===== src/rtl/rr_arbiter_n.sv =====
// Round-robin / fixed-priority arbiter with registered one-hot grant and a
// bounded lock that lets the current owner keep its grant for up to MAX_HOLD cycles.
module rr_arbiter_n #(
  parameter int NUM_REQ    = 4,
  parameter int MAX_HOLD   = 8,
  parameter int FIXED_PRIO = 0,
  localparam int IDW       = (NUM_REQ > 1) ? $clog2(NUM_REQ) : 1
) (
  input  logic               clk,
  input  logic               rst_n,
  input  logic [NUM_REQ-1:0] request,
  input  logic               lock,
  output logic [NUM_REQ-1:0] grant,
  output logic               grant_valid,
  output logic [IDW-1:0]     grant_id
);

  logic [IDW-1:0]     ptr, ptr_nxt;
  logic [7:0]         hold_cnt, hold_cnt_nxt;
  logic [NUM_REQ-1:0] grant_nxt;
  logic               valid_nxt;
  logic [IDW-1:0]     id_nxt;

  logic               hold;
  logic               found;
  logic [IDW-1:0]     winner;

  // Search one extra bit wide so ptr+k never overflows before the modulo fold;
  // this keeps non-power-of-two NUM_REQ from ever selecting a missing index.
  always_comb begin
    logic [IDW:0]   sum;
    logic [IDW-1:0] idx;
    // NOTE: every combinational output gets a default first so no path leaves
    // it unassigned; otherwise synthesis infers a latch.
    found  = 1'b0;
    winner = '0;
    sum    = '0;
    idx    = '0;
    if (FIXED_PRIO != 0) begin
      for (int i = 0; i < NUM_REQ; i++) begin
        if (!found && request[i]) begin
          found  = 1'b1;
          winner = IDW'(i);
        end
      end
    end else begin
      for (int k = 1; k <= NUM_REQ; k++) begin
        sum = {1'b0, ptr} + (IDW+1)'(k);
        if (sum >= (IDW+1)'(NUM_REQ)) sum = sum - (IDW+1)'(NUM_REQ);
        idx = sum[IDW-1:0];
        if (!found && request[idx]) begin
          found  = 1'b1;
          winner = idx;
        end
      end
    end
  end

  assign hold = grant_valid && lock && (|(request & grant)) &&
                (hold_cnt < 8'(MAX_HOLD));

  always_comb begin
    grant_nxt    = grant;
    valid_nxt    = grant_valid;
    id_nxt       = grant_id;
    ptr_nxt      = ptr;
    hold_cnt_nxt = hold_cnt;
    if (hold) begin
      hold_cnt_nxt = hold_cnt + 8'd1;
    end else if (found) begin
      grant_nxt    = NUM_REQ'(1) << winner;
      valid_nxt    = 1'b1;
      id_nxt       = winner;
      ptr_nxt      = winner;
      hold_cnt_nxt = 8'd1;
    end else begin
      // Idle: outputs clear but the pointer keeps its place in the rotation.
      grant_nxt    = '0;
      valid_nxt    = 1'b0;
      id_nxt       = '0;
      hold_cnt_nxt = 8'd0;
    end
  end

  // NOTE: sequential state uses non-blocking assignments so every register
  // samples the pre-edge values regardless of statement order.
  always_ff @(posedge clk or negedge rst_n) begin
    if (!rst_n) begin
      grant       <= '0;
      grant_valid <= 1'b0;
      grant_id    <= '0;
      hold_cnt    <= 8'd0;
      ptr         <= IDW'(NUM_REQ - 1);
    end else begin
      grant       <= grant_nxt;
      grant_valid <= valid_nxt;
      grant_id    <= id_nxt;
      hold_cnt    <= hold_cnt_nxt;
      ptr         <= ptr_nxt;
    end
  end

endmodule


===== config.mk =====
export PLATFORM = sky130hd
export DESIGN_NAME = rr_arbiter_n
export DESIGN_NICKNAME = d
export VERILOG_FILES = /design/src/rtl/rr_arbiter_n.sv
export SDC_FILE = /design/constraint.sdc
export NUM_CORES = 1
export LEC_CHECK = 0
export BUFFER_PORTS_ARGS = -buffer_cell sky130_fd_sc_hd__buf_4
export CORE_MARGIN = 4
export CORE_UTILIZATION = 46
export DETAILED_ROUTE_END_ITERATION = 10
export GPL_ROUTABILITY_DRIVEN = 1
export PLACE_DENSITY = 0.69
export SLEW_MARGIN = 5
export SYNTH_ARGS = -nofsm -noshare
export SYNTH_HDL_FRONTEND = slang
export SYNTH_SLANG_ARGS = --single-unit
export TNS_END_PERCENT = 30

===== constraint.sdc =====
create_clock -name clk -period 1.9 [get_ports clk]
set_clock_uncertainty 0.2 [all_clocks]
set_input_delay 0.38 -clock clk [delete_from_list [all_inputs] [get_ports clk]]
set_output_delay 0.38 -clock clk [all_outputs]
set_load 0.01 [all_outputs]

-- Word-level counts from Yosys, hierarchy flattened
Index checks and enable logic that the tools add are counted.
- flip-flop bits (word level): 17
- logic and storage cells: 62
- input port bits: 7
- output and inout bits: 7
- muxes and demuxes: 25
- reduce and logical (&&, ||, !) cells: 11
- $add $sub $neg: 9
- magnitude comparators: 9
- shifts and indexed selects: 1
- bitwise logic cells: 2
- operators by type and width (kind ; count):
    2-to-1 mux 2 bit ; 9
    >= comparator 3 bit (second input constant) ; 4
    < comparator 2 x 3 -> 1 bit (second input constant) ; 4
    2-to-1 mux 1 bit ; 10
    adder 8 x 1 -> 8 bit (second input constant) ; 1
    binary-select mux 1 bit (select 2 bit) ; 4
    < comparator 8 x 4 -> 1 bit (second input constant) ; 1
    2-to-1 mux 8 bit ; 1
    subtractor 2 x 1 -> 2 bit (second input constant) ; 4
    adder 2 x 2 -> 3 bit (second input constant) ; 2
    logical AND 1 bit ; 6
    bitwise AND 4 bit ; 1
    2-to-1 mux 4 bit ; 1
    OR reduction 4 bit ; 1
    left shift 1 x 2 -> 4 bit (first input constant) ; 1
    adder 2 x 1 -> 3 bit (second input constant) ; 1
    adder 2 x 3 -> 3 bit (second input constant) ; 1
    logical NOT 1 bit ; 3
    AND reduction 2 bit ; 1
    NOT 1 bit ; 1

-- Depth between registers and ports, before layout
Gate-level depths: netlist of the first run.
- depth in word-level cells: 17
- depth in mapped cells: 5

-- Worst setup path before layout of the first run
OpenSTA, ideal clock, no wires.
- kind: register to register
- start point: register hold_cnt[5]
- end point: register grant_id[0]
- slack: -0.093 ns
- library setup time: 0.125 ns
- data arrival time: 1.669 ns
- stages on the path, launching flop included: 4
- path buffers: 0
- cell sequence: dfrtp_1 > or4b_4 > a2111oi_4 > mux2_2
- cells in the longest elaborated chain, start to end: 2
- RTL lines (element ; RTL line ; source):
    start, declared ; 19 ; logic [7:0] hold_cnt, hold_cnt_nxt;
    start signal, assigned ; 98 ; hold_cnt <= hold_cnt_nxt;
    < comparator 8 x 4 -> 1 bit ; 60 ; (hold_cnt < 8'(MAX_HOLD));
    logical AND 1 bit ; 59 ; assign hold = grant_valid && lock && (|(request & grant)) &&
    end signal, assigned ; 97 ; grant_id <= id_nxt;
    end, declared ; 15 ; output logic [IDW-1:0] grant_id
No other way between the ends.
A chain may end at the register's enable or synchronous reset.

-- Worst setup path in the final report of the first run
- start point: register hold_cnt[4]
- end point: register grant_id[0]
The elaborated chain is that of the path after synthesis.

==> impl_metrics.py, run 1 <==
metrics = {
    "critical_path": {
        "path_buf_inv": 1,
        "r2r_slack_ns": -0.09,
        "r2r_cells": 4,
        "cp_slowest_stage_delay_ns": 0.54,
        "cp-end-kind": "flip-flop",
        "crit_required_ns": 1.88,
        "critPathMaxFanout": 5,
        "rr_startpoint": "hold_cnt[4]",
        "slowest_stage": "or4b_4",
        "r2r-end": "grant_id[0]",
        "critical-path-top-delay-family": "simple AND/OR/NAND/NOR gates",
        "startpoint_type": "flip-flop",
        "crit_type": "reg -> reg",
        "worstPathCellList": "or4b_4 > a2111oi_4 > buf_6 > mux2_4",
        "cp.arrival_ns": 1.97,
    },
    "logic_synthesis": {
        "synth_top_area_share_pct": 50.51,
        "yosysTopAreaCell": "dfrtp_1",
        "syn_inst": 59,
        "ys_top_cells_by_area": "dfrtp_1 (51%), dfstp_2 (7.1%), a2111oi_4 (3.7%)",
        "ys_ff_latch": 17,
        "yosys_warnings": 0,
        "ys_seq_area_share_pct": 57.58,
        "synth.avg_cell_area_um2": 12.60,
        "syn-cell-area_um2": 743.2,
        "yosysUniqueCellTypes": 30,
    },
    "place": {
        "numPlacedInstances": 93,
        "dp_slack_ns": -0.06418,
        "numPortBuffers": 13,
        "hpwl_um": 979.1,
        "routabilityCongestion": 0.8128,
        "dpl_cell_area_um2": 887.1,
    },
    "global_routing": {
        "track_usage_pct": 13.77,
        "grt_max_degree": 18,
        "globalRouteOverflowTotal": 0,
        "grt_antenna_before_repair": 0,
        "grt_pass1_vias": 477,
        "grt_pass1_wl_mm": 2.132,
    },
    "drt": {
        "num_vias": 519,
        "wl_per_cell_um": 13.32,
        "wirelength_mm": 1.319,
        "ant_nets": 0,
        "drtIter0Drc": 5,
        "vias_per_cell": 5.242,
        "first_pass_iters": 4,
        "drcViolationCount": 0,
    },
    "die": {
        "die_x_um": 48.20,
        "start_util_pct": 48.77,
        "io_pins": 14,
        "die_area_mm2": 0.002323,
        "core_mm2": 0.001524,
        "rows": 14,
        "die_h_um": 48.20,
    },
    "sta": {
        "drv_slew": 0,
        "fmax_ghz": 0.5021,
        "hold_ws_ns": 0.2729,
        "fin_crit_sh_pct": 104.8,
        "setup_viol": 7,
        "finalHoldViolCount": 0,
        "min_period_ns": 1.992,
        "finalSetupTns_ns": -0.3109,
        "rsz0062_at_grt": "yes",
        "finalWorstSetupSlack_ns": -0.09183,
    },
    "clock_tree": {
        "cts_buffers": 3,
        "clkSinkCount": 17,
        "tritoncts": "yes",
        "clk_pin_slew_ns": 0.09,
        "clk_latency_ns": 0.29,
        "htree_levels": 1,
        "clock-root-buffer": "clkbuf_4",
        "cts_max_path_buffers": 2,
    },
    "finish": {
        "layout.nets": 92,
        "fin_cells": 99,
        "drive_gt1_share_pct": 38.55,
        "num-fill-cells": 129,
        "final_area_um2": 968.4,
        "register_area_um2": 427.9,
        "antenna_cells": 0,
        "fin_util_pct": 63.55,
        "multi_input_area_um2": 345.3,
        "area_growth_pct": 30.30,
    },
    "run_status": {
        "outcome": "finished with violations",
        "failed_checks": "negative setup slack",
    },
    "pwr": {
        "power.total_mw": 0.8704,
        "powerDensity_mw_per_mm2": 898.8,
        "leakage_nw": 0.4608,
        "max-vdd-ir-drop_mv": 0.4696,
    },
    "job": {
        "maxCapViolCount": 0,
    },
    "min_path": {
        "holdCritPathClass": "in -> async",
    },
}
-- cells in the final DEF (no fill, tap or decap), types with 2 or more instances in the layout --
master	synthesis	routed
buf_4	1	15
a21oi_1	2	2
dfrtp_1	15	15
or2_2	2	2
conb_1	1	4
o31ai_1	3	2
a22oi_1	2	2
and2_1	3	3
nand2b_1	3	2
buf_6	0	2
dfstp_2	2	2
clkbuf_4	0	3
a21o_1	2	2
nand2_1	3	3
a22o_1	2	2
-- repair_timing --
action | CTS | global route
resized for setup | 1 | 7
pin swaps | 0 | 4
setup buffers | 0 | 1
hold buffers | 1 | 0
endpoints found under the hold margin | 17 | 0
setup endpoints to repair | 6 | 12
-- cell families (layout without fill, tap and decap cells) --
logic type      Yosys count  count (layout)  share of synthesized area (%)
fa+ha+maj                 1               1                          1.683
other cells               1               4                         0.5046
simple gates             18              18                          14.65
compound gates           16              16                          18.86
mux                       2               2                          2.862
xor+xnor                  2               2                          2.357
flops                    17              17                          57.58
buf+inv                   2              23                          1.515
-- synthesized netlist by cell type (all sizes together) --
master   number
a21o          2
o22ai         1
o2bb2ai       1
nand3         1
or4b          1
nand2         3
buf           1
a22o          2
a21oi         2
inv           1
or3           1
nand2b        3
and3b         1
nor2          2
a22oi         2
mux2i         1
a21boi        1
a2111oi       1
conb          1
dfrtp        15
nor2b         1
ha            1
xor2          1
or2           2
o31ai         3
and2          3
dfstp         2
xnor2         1
a21bo         1
mux2          1
-- how the worst max path moves through the flow --
stage | start | to | slack (ns) | cells past startpoint
3_3_place_gp | lock | grant_id[0] | -0.03 | 4
5_1_grt | hold_cnt[4] | grant_id[0] | -0.13 | 4
6_report | hold_cnt[4] | grant_id[0] | -0.09 | 4
4_1_cts | hold_cnt[5] | ptr[0] | -0.06 | 5
3_5_place_dp | lock | grant[3] | -0.06 | 5
2_1_floorplan | hold_cnt[5] | grant_id[0] | 0.03 | 3
-- flip-flops by register name, indices dropped and copies added, names as in the netlist --
register,flops
grant,4
grant_id,2
grant_valid,1
hold_cnt,8
ptr,2
-- layout make-up --
cell class	count	share of cell area (%)
Clock buffer	4	2.713
Inverter	1	0.3876
Multi-Input combinational cell	43	35.66
Sequential cell	17	44.19
Tap cell	16	2.067
Timing Repair Buffer	18	14.99
-- power by group --
group	internal, mW	switching, mW
Clock	0.0817	0.106
Sequential	0.419	0.0427
Combinational	0.119	0.103
-- metal layers --
metal / part of all wire [%] / global-route usage [%] / wire, µm
met5: 0 / 0 / 0
met4: 3.1 / 9.677 / 41
met3: 6.7 / 2.214 / 89
met2: 43 / 19.01 / 564
met1: 47 / 19.48 / 624
Note: power is estimated with default switching activity, not from simulation.
==> run 2, diff against run 1 <==
Settings changed: CORE_MARGIN 4 to 2.
==> run 2 against run 1 <==
Compared with the run above:
- the run still ends with negative setup slack left
- first-iteration DRC count rose to 2.8 times the previous value
- hold slack got worse by 0.059 ns
- maximum frequency rose by 3.1%
- flip-flop and latch count did not move
- sequential power barely moved
- die area fell by 16%
- sequential share of layout area rose by 0.99 points
- combinational power fell by 5%
- global-route usage rose by 4.0 points
- critical endpoint unchanged
- largest cell class unchanged
==> impl_metrics.py, run 2 (synthesis gave the netlist of run 1 again) <==
metrics = {
    "critical_path": {
        "rr_startpoint": "hold_cnt[4]",
        "r2r_slack_ns": -0.03,
        "r2r-end": "grant_id[0]",
        "cp-end-kind": "flip-flop",
        "crit_type": "reg -> reg",
        "crit_end": "grant_id[0]",
        "critical_path.startpoint": "hold_cnt[4]",
        "cp.arrival_ns": 1.91,
        "r2r_cells": 4,
        "critPathMaxFanout": 8,
        "crit_required_ns": 1.88,
        "startpoint_type": "flip-flop",
    },
    "finish": {
        "final_common_cell": "buf_4",
        "largest_reg_flops": 8,
        "regMostFlops": "hold_cnt",
        "final_cell_mix": "buf_4 (16), dfrtp_1 (15), conb_1 (4)",
        "final_area_um2": 947.2,
        "area_growth_pct": 27.44,
        "largest_registers": "hold_cnt (8), grant (4)",
        "fin_util_pct": 62.87,
        "antenna_cells": 0,
        "drive_gt1_share_pct": 36.14,
        "fin_cells": 99,
        "layout.nets": 92,
    },
    "drt": {
        "wl_per_cell_um": 13.79,
        "ant_nets": 0,
        "num_vias": 530,
        "wirelength_mm": 1.365,
        "drtIter0Drc": 14,
        "vias_per_cell": 5.354,
        "drcViolationCount": 0,
        "first_pass_iters": 4,
    },
    "clock_tree": {
        "htree_levels": 1,
        "cts_buffers": 3,
        "clock-root-buffer": "clkbuf_4",
        "clk_latency_ns": 0.29,
        "tritoncts": "yes",
        "cts_max_path_buffers": 2,
        "clk_pin_slew_ns": 0.10,
        "clkSinkCount": 17,
        "post_cts_buffers": 0,
    },
    "sta": {
        "fin_crit_sh_pct": 101.6,
        "drv_slew": 0,
        "finalSetupTns_ns": -0.03112,
        "fmax_ghz": 0.5178,
        "finalWorstSetupSlack_ns": -0.03112,
        "tightest_slew_ns": 0.4903,
        "rsz0062_at_grt": "yes",
        "finalHoldViolCount": 0,
        "min_period_ns": 1.931,
        "relSlewSlack_pct": 67.04,
        "setup_viol": 1,
    },
    "global_routing": {
        "grt_pass1_wl_mm": 2.421,
        "globalRouteOverflowTotal": 0,
        "grt_pass1_vias": 543,
        "grt_max_degree": 18,
        "track_usage_pct": 17.74,
        "grt_antenna_before_repair": 0,
    },
    "die": {
        "start_util_pct": 49.34,
        "core_mm2": 0.001506,
        "die_area_mm2": 0.001953,
        "die_h_um": 44.20,
        "die_x_um": 44.20,
        "io_pins": 14,
        "rows": 14,
    },
    "job": {
        "maxCapViolCount": 0,
    },
    "place": {
        "routabilityCongestion": 0.7815,
        "dpl_cell_area_um2": 894.6,
        "hpwl_mm": 1.009,
        "numPortBuffers": 13,
        "numPlacedInstances": 94,
    },
    "run_status": {
        "outcome": "finished with violations",
        "failed_checks": "negative setup slack",
    },
    "min_path": {
        "holdCritPathClass": "in -> reg",
    },
    "pwr": {
        "leakage_nw": 0.4591,
        "powerDensity_mw_per_mm2": 908.8,
        "max-vdd-ir-drop_mv": 0.4831,
    },
}
## run 2: cell types whose count changed in the layout (fill, tap and decap cells not counted), sizes merged
| cell | change |
|---|---|
| clkbuf | -1 |
| clkinv | +1 |
## run 2: power breakdown
part / switching (mW) / internal [mW]
combinational: 0.0995 / 0.111
sequential: 0.0420 / 0.419
clock: 0.111 / 0.0783
## run 2: critical path, cell delays in order (launching register included)
cell and delay, ns:
dfrtp_1 0.38, or4b_4 0.54, a2111oi_4 0.21, buf_6 0.18
mux2_4 0.29
## run 2: repair_timing
action | 4_1_cts | 5_1_grt
resized for setup | 1 | 3
setup endpoints to repair | 1 | 9
pin swaps | 1 | 0
hold buffers | 1 | 0
hold endpoints to repair | 17 | 0
## run 2: layout make-up
| cell class | instances | area, µm² |
|---|---|---|
| fill | 133 | 559.3 |
| sequential | 17 | 427.9 |
| multi-input combinational | 43 | 326.6 |
| timing repair buffer | 18 | 141.4 |
| clock buffer | 3 | 22.52 |
| tap | 16 | 20.02 |
| clock inverter | 1 | 5.005 |
| inverter | 1 | 3.754 |
## run 2: per-stage QoR
stage	hold slack, ns	worst slack, ns	total power [mW]
3_5_place_dp	0.04894	-0.05601	0.6682
6_report	0.2141	-0.03112	0.8608
4_1_cts	0.2104	-0.02698	0.8622
5_1_grt	0.2203	-0.1026	0.9110
2_1_floorplan	-0.1156	0.03456	0.5722
3_3_place_gp	0.05098	-0.03832	0.6635
## run 2: worst min path at each step
stage / slack [ns] / startpoint / cells after the start / end
after detailed placement: 0.05 / rst_n / 1 / grant_valid
final: 0.21 / request[0] / 2 / grant_valid
after CTS: 0.21 / request[0] / 2 / grant_valid
after global placement: 0.05 / rst_n / 1 / grant_valid
after floorplan: -0.12 / rst_n / 0 / grant[0]
after global routing: 0.22 / request[0] / 2 / grant_valid
## run 2: per-layer routing
layer,vias up,routed length (µm),global-route usage (%)
met5,-,0,0
met4,0,25,10.91
met3,4,76,5.306
met2,16,635,27.06
met1,255,628,22.07
li1,255,-,-
==> run 3, diff against run 2 <==
Settings changed: CORE_MARGIN 2 to unset, CORE_UTILIZATION 46 to 40, PLACE_DENSITY 0.69 to 0.61.
==> run 3 against run 2 <==
Compared with the run above:
- the flow still finishes with violations (negative setup slack)
- flip-flop and latch count did not move
- cell area increased by 3.3%
- maximum frequency decreased by 1.3%
- register-to-register slack worse by 0.02 ns
- critical endpoint is now ptr[1]
- highest routed layer unchanged
==> impl_metrics.py, run 3 (synthesis gave the netlist of run 1 again) <==
metrics = {
    "critical_path": {
        "r2r_cells": 5,
        "worstPathCellList": "or4b_4 > a2111oi_4 > buf_4 > nand2b_4 > a21o_1",
        "rr_startpoint": "hold_cnt[5]",
        "slowest_stage": "or4b_4",
        "path_depth": 5,
        "crit_required_ns": 1.93,
        "critical_path.startpoint": "hold_cnt[5]",
        "critPathMaxFanout": 6,
        "path_buf_inv": 1,
        "critical-path-top-delay-family": "simple AND/OR/NAND/NOR gates",
        "cp_slowest_stage_delay_ns": 0.54,
        "cp.arrival_ns": 1.99,
        "crit_type": "reg -> reg",
        "cp-end-kind": "flip-flop",
        "startpoint_type": "flip-flop",
    },
    "finish": {
        "num-fill-cells": 144,
        "layout.nets": 95,
        "final_area_um2": 978.4,
        "fin_cells": 111,
        "largest_registers": "hold_cnt (8), grant (4)",
        "final_common_cell": "buf_4",
        "largest_reg_flops": 8,
        "antenna_cells": 0,
        "regMostFlops": "hold_cnt",
        "final_cell_mix": "buf_4 (20), dfrtp_1 (15), conb_1 (4)",
        "drive_gt1_share_pct": 38.37,
        "area_growth_pct": 31.65,
    },
    "clock_tree": {
        "clk_latency_ns": 0.28,
        "cts_max_path_buffers": 2,
        "tritoncts": "yes",
        "clk_pin_slew_ns": 0.09,
        "clkSinkCount": 17,
        "htree_levels": 1,
        "clock-root-buffer": "clkbuf_4",
        "cts_buffers": 3,
    },
    "pwr": {
        "powerDensity_mw_per_mm2": 879.4,
        "leakage_nw": 0.4710,
        "max-vdd-ir-drop_mv": 0.6299,
    },
    "sta": {
        "finalSetupTns_ns": -0.2515,
        "setup_viol": 8,
        "finalWorstSetupSlack_ns": -0.05590,
        "finalHoldViolCount": 0,
        "fmax_ghz": 0.5113,
        "min_period_ns": 1.956,
        "fin_crit_sh_pct": 102.9,
        "rsz0062_at_grt": "yes",
        "drv_slew": 0,
    },
    "die": {
        "die_h_um": 45.11,
        "core_mm2": 0.001727,
        "die_x_um": 45.11,
        "start_util_pct": 43.04,
        "io_pins": 14,
        "die_area_mm2": 0.002034,
        "rows": 15,
    },
    "global_routing": {
        "grt_pass1_wl_mm": 2.290,
        "grt_max_degree": 18,
        "globalRouteOverflowTotal": 0,
        "grt_pass1_vias": 527,
        "grt_antenna_before_repair": 0,
        "track_usage_pct": 16.14,
    },
    "place": {
        "numPortBuffers": 13,
        "routabilityCongestion": 0.7482,
        "hpwl_um": 969.4,
        "numPlacedInstances": 102,
        "dpl_cell_area_um2": 898.4,
    },
    "drt": {
        "wirelength_mm": 1.404,
        "ant_nets": 0,
        "vias_per_cell": 4.811,
        "drtIter0Drc": 6,
        "wl_per_cell_um": 12.65,
        "drcViolationCount": 0,
        "num_vias": 534,
        "first_pass_iters": 4,
    },
    "run_status": {
        "failed_checks": "negative setup slack",
        "outcome": "finished with violations",
    },
    "job": {
        "maxCapViolCount": 0,
    },
    "min_path": {
        "holdCritPathClass": "in -> async",
    },
}
## run 3: changes by cell type in the layout (fill, tap and decap cells not counted), sizes merged
cell    previous run  this run
buf               17        20
clkbuf             3         4
clkinv             1         0
## run 3: worst paths after layout
| check | to | slack [ns] |
|---|---|---|
| setup / recovery | ptr[1] | -0.06 |
| hold reg to reg | grant_id[1] | 0.29 |
| hold / removal | grant[3] | 0.28 |
| setup reg to reg | ptr[1] | -0.06 |
| max in group asynchronous | ptr[0] | 0.97 |
| min in group clk | grant_valid | 0.28 |
## run 3: where the power goes
part | internal (mW) | switching [mW]
combinational | 0.110 | 0.0999
clock | 0.0816 | 0.106
sequential | 0.419 | 0.0446
## run 3: timing repair
action	in CTS	in global routing
resized for setup	1	1
endpoints found under the hold margin	17	0
pin swaps	0	1
setup endpoints to repair	6	11
hold buffers	1	0
buffers inserted	0	4
## run 3: area by class of cell
class                   count  area (µm²)  area share [%]
flip-flops and latches     17       427.9           43.73
clock buffers               4       26.28           2.685
well taps                  25       31.28           3.197
multi-input cells          43       329.1           33.63
inverters                   1       3.754          0.3836
repair buffers             21       160.2           16.37
## run 3: through the flow
| step | worst slack (ns) | utilization [%] | hold WS (ns) | power (mW) |
|---|---|---|---|---|
| finish | -0.05590 | 56.67 | 0.2803 | 0.8605 |
| detailed placement | -0.08831 | 52.03 | 0.05329 | 0.6702 |
| global route | -0.1223 | 56.67 | 0.2883 | 0.9100 |
| global placement | -0.03430 | 52.03 | 0.05161 | 0.6697 |
| CTS | -0.07307 | 54.57 | 0.2809 | 0.8602 |
| floorplan | 0.03456 | - | -0.1156 | 0.5722 |
## run 3: per-layer routing
layer | global-route usage [%] | vias up | routed length, µm
li1 | - | 262 | -
met1 | 23.14 | 258 | 693
met2 | 23.48 | 12 | 641
met3 | 3.600 | 2 | 53
met4 | 7.273 | 0 | 15
met5 | 0 | - | 0
